==> config.mk <==
export PLATFORM = sky130hd
export DESIGN_NAME = dram_arbiter_flat
export DESIGN_NICKNAME = d
export VERILOG_FILES = /design/src/rtl/dram_arbiter_pkg.sv /design/src/rtl/dram_arbiter_if.sv /design/src/rtl/dram_arbiter.sv /design/src/flat_wrapper.sv
export SDC_FILE = /design/constraint.sdc
export NUM_CORES = 2
export LEC_CHECK = 0
export BUFFER_PORTS_ARGS = -buffer_cell sky130_fd_sc_hd__buf_2
export CAP_MARGIN = 20
export CORE_AREA = 4 4 733 735
export CTS_CLUSTER_SIZE = 24
export DETAILED_ROUTE_END_ITERATION = 8
export DIE_AREA = 0 0 737 739
export GPL_ROUTABILITY_DRIVEN = 0
export SLEW_MARGIN = 20
export SYNTH_ARGS = -nofsm -noshare
export SYNTH_HDL_FRONTEND = slang
export SYNTH_SLANG_ARGS = --single-unit
==> constraint.sdc <==
create_clock -name clk -period 1.9 [get_ports clk]
set_input_delay 0.095 -clock clk [delete_from_list [all_inputs] [get_ports clk]]
set_output_delay 0.095 -clock clk [all_outputs]
set_load 0.03 [all_outputs]
==> src/rtl/dram_arbiter_pkg.sv <==
// Shared types for the two-requester DRAM lane arbiter.
//   NUM_LANES   : number of byte lanes per transaction
//   lane_addr_t : per-lane 64-bit byte addresses
//   lane_data_t : per-lane read bytes
//   arb_state_t : arbiter FSM state
package dram_arbiter_pkg;

  localparam int NUM_LANES = 8;

  typedef logic [NUM_LANES-1:0][63:0] lane_addr_t;
  typedef logic [NUM_LANES-1:0][7:0]  lane_data_t;

  typedef enum logic {
    ST_IDLE = 1'b0,
    ST_BUSY = 1'b1
  } arb_state_t;

endpackage

==> src/rtl/dram_arbiter_if.sv <==
// Bundle of every requester-side and DRAM-side signal of the arbiter.
//   slave  : arbiter view (requests/DRAM returns in; grants/done/DRAM command out)
//   master : environment view (requesters plus the DRAM model)
//
// Handshake: a requester holds rqN_en != 0 until it sees rqN_gnt, which pulses
// for exactly one cycle in the same cycle the request is latched. The arbiter
// then owns the DRAM command and holds it stable until every enabled lane has
// strobed dram_valid; one cycle later rqN_done pulses with rq_rdata valid.
// There is no back-pressure on dram_valid or on rqN_done.
interface dram_arbiter_if;
  import dram_arbiter_pkg::*;

  logic [NUM_LANES-1:0] rq0_en;
  logic                 rq0_rdwr;
  lane_addr_t           rq0_addr;
  logic [63:0]          rq0_data;
  logic [NUM_LANES-1:0] rq1_en;
  logic                 rq1_rdwr;
  lane_addr_t           rq1_addr;
  logic [63:0]          rq1_data;
  logic                 rq0_gnt;
  logic                 rq1_gnt;
  logic                 rq0_done;
  logic                 rq1_done;
  lane_data_t           rq_rdata;
  logic [NUM_LANES-1:0] dram_en;
  logic                 dram_rdwr;
  lane_addr_t           dram_addr;
  logic [63:0]          dram_wdata;
  lane_data_t           dram_rdata;
  logic [NUM_LANES-1:0] dram_valid;
  arb_state_t           dbg_state;

  modport slave (
    input  rq0_en, rq0_rdwr, rq0_addr, rq0_data,
    input  rq1_en, rq1_rdwr, rq1_addr, rq1_data,
    input  dram_rdata, dram_valid,
    output rq0_gnt, rq1_gnt, rq0_done, rq1_done, rq_rdata,
    output dram_en, dram_rdwr, dram_addr, dram_wdata,
    output dbg_state
  );

  modport master (
    output rq0_en, rq0_rdwr, rq0_addr, rq0_data,
    output rq1_en, rq1_rdwr, rq1_addr, rq1_data,
    output dram_rdata, dram_valid,
    input  rq0_gnt, rq1_gnt, rq0_done, rq1_done, rq_rdata,
    input  dram_en, dram_rdwr, dram_addr, dram_wdata,
    input  dbg_state
  );

endinterface

==> src/rtl/dram_arbiter.sv <==
// Two-requester round-robin arbiter in front of an 8-lane DRAM port.
// A granted request is latched, replayed to the DRAM while BUSY, and per-lane
// read bytes are collected until every enabled lane has returned.
//   clk   : sole clock, rising edge
//   reset : synchronous, active-high
//   bus   : dram_arbiter_if.slave (requesters, DRAM command/return, debug state)
module dram_arbiter
  import dram_arbiter_pkg::*;
(
  input logic           clk,
  input logic           reset,
  dram_arbiter_if.slave bus
);

  arb_state_t           r_state;
  arb_state_t           w_next_state;
  logic                 r_owner;   // requester currently being served
  logic                 r_last;    // requester granted most recently
  logic [NUM_LANES-1:0] r_mask;
  logic [NUM_LANES-1:0] r_ret;
  logic                 r_rdwr;
  lane_addr_t           r_addr;
  logic [63:0]          r_wdata;
  lane_data_t           r_cap;     // bytes collected during the transaction
  lane_data_t           r_rdata;   // presented result, only changes at completion
  logic                 r_done0;
  logic                 r_done1;

  logic                 w_req0;
  logic                 w_req1;
  logic                 w_gnt0;
  logic                 w_gnt1;
  logic [NUM_LANES-1:0] w_hit;
  logic                 w_complete;

  assign w_req0     = |bus.rq0_en;
  assign w_req1     = |bus.rq1_en;
  assign w_hit      = bus.dram_valid & r_mask;
  // Lanes returning this very cycle count toward completion.
  assign w_complete = (r_state == ST_BUSY) && ((r_ret | w_hit) == r_mask);

  // FSM: state register
  always_ff @(posedge clk) begin
    if (reset) r_state <= ST_IDLE;
    else       r_state <= w_next_state;
  end

  // FSM: next state
  always_comb begin
    w_next_state = r_state;
    case (r_state)
      ST_IDLE: if (w_gnt0 || w_gnt1) w_next_state = ST_BUSY;
      ST_BUSY: if (w_complete)       w_next_state = ST_IDLE;
      default: w_next_state = ST_IDLE;
    endcase
  end

  // FSM: outputs. On a tie the requester not granted last wins; r_last
  // resets to 1 so requester 0 wins the first tie.
  always_comb begin
    w_gnt0         = 1'b0;
    w_gnt1         = 1'b0;
    bus.dram_en    = '0;
    bus.dram_rdwr  = 1'b0;
    bus.dram_addr  = '0;
    bus.dram_wdata = '0;
    if (r_state == ST_IDLE && !reset) begin
      w_gnt0 = w_req0 && (!w_req1 || r_last);
      w_gnt1 = w_req1 && (!w_req0 || !r_last);
    end
    if (r_state == ST_BUSY) begin
      bus.dram_en    = r_mask;
      bus.dram_rdwr  = r_rdwr;
      bus.dram_addr  = r_addr;
      bus.dram_wdata = r_wdata;
    end
  end

  assign bus.rq0_gnt   = w_gnt0;
  assign bus.rq1_gnt   = w_gnt1;
  assign bus.rq0_done  = r_done0;
  assign bus.rq1_done  = r_done1;
  assign bus.rq_rdata  = r_rdata;
  assign bus.dbg_state = r_state;

  // Request latch and lane collection. Grants only occur in IDLE and
  // collection only in BUSY, so the two branches never overlap.
  always_ff @(posedge clk) begin
    if (reset) begin
      r_owner <= 1'b0;
      r_last  <= 1'b1;
      r_mask  <= '0;
      r_ret   <= '0;
      r_rdwr  <= 1'b0;
      r_addr  <= '0;
      r_wdata <= '0;
      r_cap   <= '0;
      r_rdata <= '0;
      r_done0 <= 1'b0;
      r_done1 <= 1'b0;
    end else begin
      r_done0 <= 1'b0;
      r_done1 <= 1'b0;
      if (w_gnt0 || w_gnt1) begin
        r_owner <= w_gnt1;
        r_last  <= w_gnt1;
        r_mask  <= w_gnt1 ? bus.rq1_en   : bus.rq0_en;
        r_rdwr  <= w_gnt1 ? bus.rq1_rdwr : bus.rq0_rdwr;
        r_addr  <= w_gnt1 ? bus.rq1_addr : bus.rq0_addr;
        r_wdata <= w_gnt1 ? bus.rq1_data : bus.rq0_data;
        r_ret   <= '0;
        // Cleared so unenabled lanes present 0 in the result.
        r_cap   <= '0;
      end else if (r_state == ST_BUSY) begin
        r_ret <= r_ret | w_hit;
        for (int i = 0; i < NUM_LANES; i++) begin
          if (w_hit[i]) r_cap[i] <= bus.dram_rdata[i];
        end
        if (w_complete) begin
          r_done0 <= !r_owner;
          r_done1 <= r_owner;
          for (int i = 0; i < NUM_LANES; i++) begin
            r_rdata[i] <= w_hit[i] ? bus.dram_rdata[i] : r_cap[i];
          end
        end
      end
    end
  end

endmodule

==> src/flat_wrapper.sv <==
// flat-port wrapper written by rule: the top's interface ports become plain ports
module dram_arbiter_flat import dram_arbiter_pkg::*;
  (clk, reset, bus_rq0_en, bus_rq0_rdwr, bus_rq0_addr, bus_rq0_data, bus_rq1_en, bus_rq1_rdwr, bus_rq1_addr, bus_rq1_data, bus_dram_rdata, bus_dram_valid, bus_rq0_gnt, bus_rq1_gnt, bus_rq0_done, bus_rq1_done, bus_rq_rdata, bus_dram_en, bus_dram_rdwr, bus_dram_addr, bus_dram_wdata, bus_dbg_state);
  dram_arbiter_if bus_i ();
  input logic clk;
  input logic reset;
  input wire logic [$bits(bus_i.rq0_en)-1:0] bus_rq0_en;
  input wire logic [$bits(bus_i.rq0_rdwr)-1:0] bus_rq0_rdwr;
  input wire logic [$bits(bus_i.rq0_addr)-1:0] bus_rq0_addr;
  input wire logic [$bits(bus_i.rq0_data)-1:0] bus_rq0_data;
  input wire logic [$bits(bus_i.rq1_en)-1:0] bus_rq1_en;
  input wire logic [$bits(bus_i.rq1_rdwr)-1:0] bus_rq1_rdwr;
  input wire logic [$bits(bus_i.rq1_addr)-1:0] bus_rq1_addr;
  input wire logic [$bits(bus_i.rq1_data)-1:0] bus_rq1_data;
  input wire logic [$bits(bus_i.dram_rdata)-1:0] bus_dram_rdata;
  input wire logic [$bits(bus_i.dram_valid)-1:0] bus_dram_valid;
  output wire logic [$bits(bus_i.rq0_gnt)-1:0] bus_rq0_gnt;
  output wire logic [$bits(bus_i.rq1_gnt)-1:0] bus_rq1_gnt;
  output wire logic [$bits(bus_i.rq0_done)-1:0] bus_rq0_done;
  output wire logic [$bits(bus_i.rq1_done)-1:0] bus_rq1_done;
  output wire logic [$bits(bus_i.rq_rdata)-1:0] bus_rq_rdata;
  output wire logic [$bits(bus_i.dram_en)-1:0] bus_dram_en;
  output wire logic [$bits(bus_i.dram_rdwr)-1:0] bus_dram_rdwr;
  output wire logic [$bits(bus_i.dram_addr)-1:0] bus_dram_addr;
  output wire logic [$bits(bus_i.dram_wdata)-1:0] bus_dram_wdata;
  output wire logic [$bits(bus_i.dbg_state)-1:0] bus_dbg_state;
  assign bus_i.rq0_en = bus_rq0_en;
  assign bus_i.rq0_rdwr = bus_rq0_rdwr;
  assign bus_i.rq0_addr = bus_rq0_addr;
  assign bus_i.rq0_data = bus_rq0_data;
  assign bus_i.rq1_en = bus_rq1_en;
  assign bus_i.rq1_rdwr = bus_rq1_rdwr;
  assign bus_i.rq1_addr = bus_rq1_addr;
  assign bus_i.rq1_data = bus_rq1_data;
  assign bus_i.dram_rdata = bus_dram_rdata;
  assign bus_i.dram_valid = bus_dram_valid;
  assign bus_rq0_gnt = bus_i.rq0_gnt;
  assign bus_rq1_gnt = bus_i.rq1_gnt;
  assign bus_rq0_done = bus_i.rq0_done;
  assign bus_rq1_done = bus_i.rq1_done;
  assign bus_rq_rdata = bus_i.rq_rdata;
  assign bus_dram_en = bus_i.dram_en;
  assign bus_dram_rdwr = bus_i.dram_rdwr;
  assign bus_dram_addr = bus_i.dram_addr;
  assign bus_dram_wdata = bus_i.dram_wdata;
  assign bus_dbg_state = bus_i.dbg_state;
  dram_arbiter u_core (.clk(clk), .reset(reset), .bus(bus_i));
endmodule
==> flow_summary.yaml <==
global_routing:
  grt_pass1_wl_microns: 551000
  track_usage_pct: 15.5
  grt_max_degree: 79
  gr-total-overflow: 0
  antenna_found_initial: 632
  grt_pass1_vias: 52307
critical_path:
  critical_path.top_delay_family: "buffers and inverters"
  critPathMaxFanout: 13
  start_kind: "flip-flop"
  endpoint_kind: "output pin"
  cp.required_ns: 1.80
  cp_slowest_stage_delay_ns: 0.45
  path_cells: "buf_12, buf_16, clkbuf_16, and2_1, buf_2"
  crit_slowest_cell: "dfxtp_4"
  crit_buf_inv: 4
  critPathKind: "reg2out"
  arrival_ns: 2.48
clocking:
  clkLatencyLatePin_ns: 0.87
  clk_pin_slew_ns: 0.06
  cts_buffers: 102
  clockBufferDepth: 4
  root_buffer: "clkbuf_16"
  clock_sinks: 726
  cts_tree: "built"
  htree_levels: 3
die:
  dieWidth_microns: 737
  core-area_sq_um: 531000
  die_area_sq_um: 545000
  start_util_pct: 7.20
  io_pins: 1898
  die_h_microns: 739
  rows: 268
pwr:
  combPwrFrac_pct: 33.9
  p_int_w: 0.0359
  seqPwrFrac_pct: 30.8
  p_total_w: 0.0567
  switchingPower_w: 0.0208
  p_sw_share_pct: 36.7
  vdd_drop_max_mv: 0.824
  p_leak_nw: 32.7
  power_density_nw_per_um2: 697
  pwr-share-clk_pct: 35.3
sta:
  rsz0062_at_grt: "true"
  fin_skew_ns: 0.101
  finalCriticalPeriod_ns: 2.58
  setup_viol: 1216
  period_share_pct: 136
  setup_slack_ns: -0.680
  clock.fmax_mhz: 388
  finalMaxSlewViolations: 0
  slew_headroom_pct: 53.2
  tightestPinTransition_ns: 0.701
  hold_viol: 0
cells_and_area:
  finalInstanceArea_sq_um: 81400
  finalNetCount: 9170
  areaGrowthSynthToFinish_pct: 113
  drive_gt1_share_pct: 39.6
synthesis:
  synth_area_leaders: "dfxtp_1 38%, a311oi_2 20%, nand2_1 13%"
  yosysWarnings: 0
  seq_area_frac_synth_pct: 38.0
  synth.largest_area_cell: "dfxtp_1"
  synth_seq_cells: 726
  syn-cell-area_sq_um: 38200
  synth_area_per_cell_sq_um: 8.37
  synth_cells: 4568
  yosysUniqueCellTypes: 36
  netlist.area_leader.share_pct: 38.0
  synth_fp_nets: 5812
outcome:
  violations: "negative setup slack"
  outcome: "finished, violations left"
min_path:
  hp-class: "in2reg"
routing:
  antenna_left: 0
  drc: 0
  wl_microns: 460000
  viasPerCell: 3.60
  wl_per_cell_microns: 30.0
  first_iter_violations: 5985
  firstDrtPassIters: 8
  num_vias: 55102
run:
  cap_violations: 0
place:
  dpl_cell_area_sq_um: 58700
  place_hpwl_microns: 371000
  io_buffers: 1897
## layer usage
metal / routed length (microns) / vias up / track usage (%)
met3: 69400 / 1769 / 9.12
met5: 2280 / - / 0
met1: 173000 / 25778 / 17.8
li1: - / 22759 / -
met2: 182000 / 4448 / 22.2
met4: 33500 / 348 / 8.56
## logic make-up after synthesis
logic type | Yosys count | share of synthesized area, %
and+or+nand+nor | 2526 | 28.9
AOI/OAI and AO/OA | 799 | 25.2
DFF | 726 | 38.0
buffers and inverters | 453 | 6.20
muxes | 64 | 1.68
## cell usage in the layout, fill, tap and decap left out, types with 2 or more instances in the layout
cell,instances
buf_2,1546
dlygate4sd3_1,1465
nand2_1,1318
dfxtp_1,725
nor2_1,596
a311oi_2,507
and2_1,338
diode_2,283
and2_4,245
buf_6,207
buf_4,204
buf_12,203
a311oi_1,142
a21oi_1,137
clkbuf_16,128
mux2i_1,64
buf_16,24
buf_8,22
clkbuf_1,19
clkbuf_8,17
clkinv_2,16
and3_1,8
inv_1,8
clkinv_4,8
inv_6,8
bufinv_16,5
nand2b_1,4
or4_1,3
and2_2,3
nor3_1,3
a22oi_1,3
nor4_4,2
o221ai_1,2
o22ai_1,2
inv_16,2
inv_8,2
clkinvlp_4,2
## sequential cells by signal, indices dropped and copies added, names as in the netlist
| register | count |
|---|---|
| u_core.bus.rq_rdata | 64 |
| u_core.r_mask | 8 |
| u_core.r_ret | 8 |
| u_core.r_last | 1 |
| u_core.r_addr | 512 |
| u_core.bus.rq0_done | 1 |
| u_core.r_wdata | 64 |
| u_core.bus.rq1_done | 1 |
| u_core.r_owner | 1 |
| u_core.r_cap | 64 |
| u_core.r_rdwr | 1 |
| u_core.bus.dbg_state | 1 |
## cell usage after synthesis (all sizes together)
| cell | n |
|---|---|
| dfxtp | 726 |
| buf | 199 |
| a21oi | 138 |
| nand2 | 1318 |
| nor3 | 4 |
| and2 | 586 |
| o221ai | 2 |
| a211oi | 1 |
| and3 | 8 |
| a21boi | 1 |
| and4 | 1 |
| a21o | 1 |
| or4 | 4 |
| a311oi | 649 |
| inv | 8 |
| o21ba | 1 |
| o22ai | 2 |
| o21bai | 1 |
| mux2i | 64 |
| nand2b | 4 |
| or3 | 1 |
| clkbuf | 246 |
| a22oi | 3 |
| nor4 | 2 |
| nor2 | 597 |
| or2 | 1 |
## worst min-delay path: stages
cell	delay, ns
buf_8	0.16
buf_4	0.20
buf_12	0.26
a311oi_2	0.07
## final timing paths
check	start	endpoint	slack, ns	cells past startpoint
min reg2reg	u_core.r_cap[26]$_SDFFE_PP0P_	u_core.r_cap[26]$_SDFFE_PP0P_	0.45	2
min	reset	u_core.r_addr[262]$_SDFFE_PP0P_	0.08	4
max reg2reg	u_core.bus.dbg_state$_SDFF_PP0_	u_core.r_addr[16]$_SDFFE_PP0P_	-0.38	7
max	u_core.bus.dbg_state$_SDFF_PP0_	bus_dram_addr[107]	-0.68	5
## layout make-up
| class | instances | area, sq um |
|---|---|---|
| fill | 59166 | 450000 |
| timing repair buffer | 3699 | 32000 |
| multi-input combinational | 3389 | 22000 |
| sequential | 726 | 14500 |
| tap | 7020 | 8780 |
| clock buffer | 138 | 2860 |
| antenna | 283 | 708 |
| clock inverter | 45 | 484 |
| inverter | 8 | 30.0 |
## power groups by stage
stage	Combinational [W]	Sequential [W]	Clock [W]
floorplan	0.00749	0.0176	0
global placement	0.0133	0.0176	0
detailed placement	0.0135	0.0177	0
CTS	0.0179	0.0174	0.0205
global route	0.0202	0.0176	0.0208
finish	0.0192	0.0175	0.0200
## through the flow
| step | setup WS [ns] | util [%] | instances | TNS, ns | hold WS (ns) |
|---|---|---|---|---|---|
| 2_1_floorplan | 0.0440 | - | 4568 | 0 | 0.231 |
| 3_3_place_gp | -0.824 | 11.0 | 13289 | -392.61 | 0.350 |
| 3_5_place_dp | -0.825 | 11.0 | 13289 | -402.16 | 0.358 |
| 4_1_cts | -0.812 | 14.7 | 14964 | -515.75 | 0.000126 |
| 5_1_grt | -0.780 | 15.3 | 15162 | -548.95 | 0.0633 |
| 6_report | -0.680 | 15.3 | 15308 | -453.06 | 0.0763 |
## repair_timing
item,CTS,global route
gates cloned,16,37
pin swaps,0,1
hold buffers,1466,0
hold endpoints to repair,724,0
resized for setup,313,614
buffers inserted,10,24
setup endpoints to repair,1091,1236
Note: power is estimated with default switching activity, not from simulation.
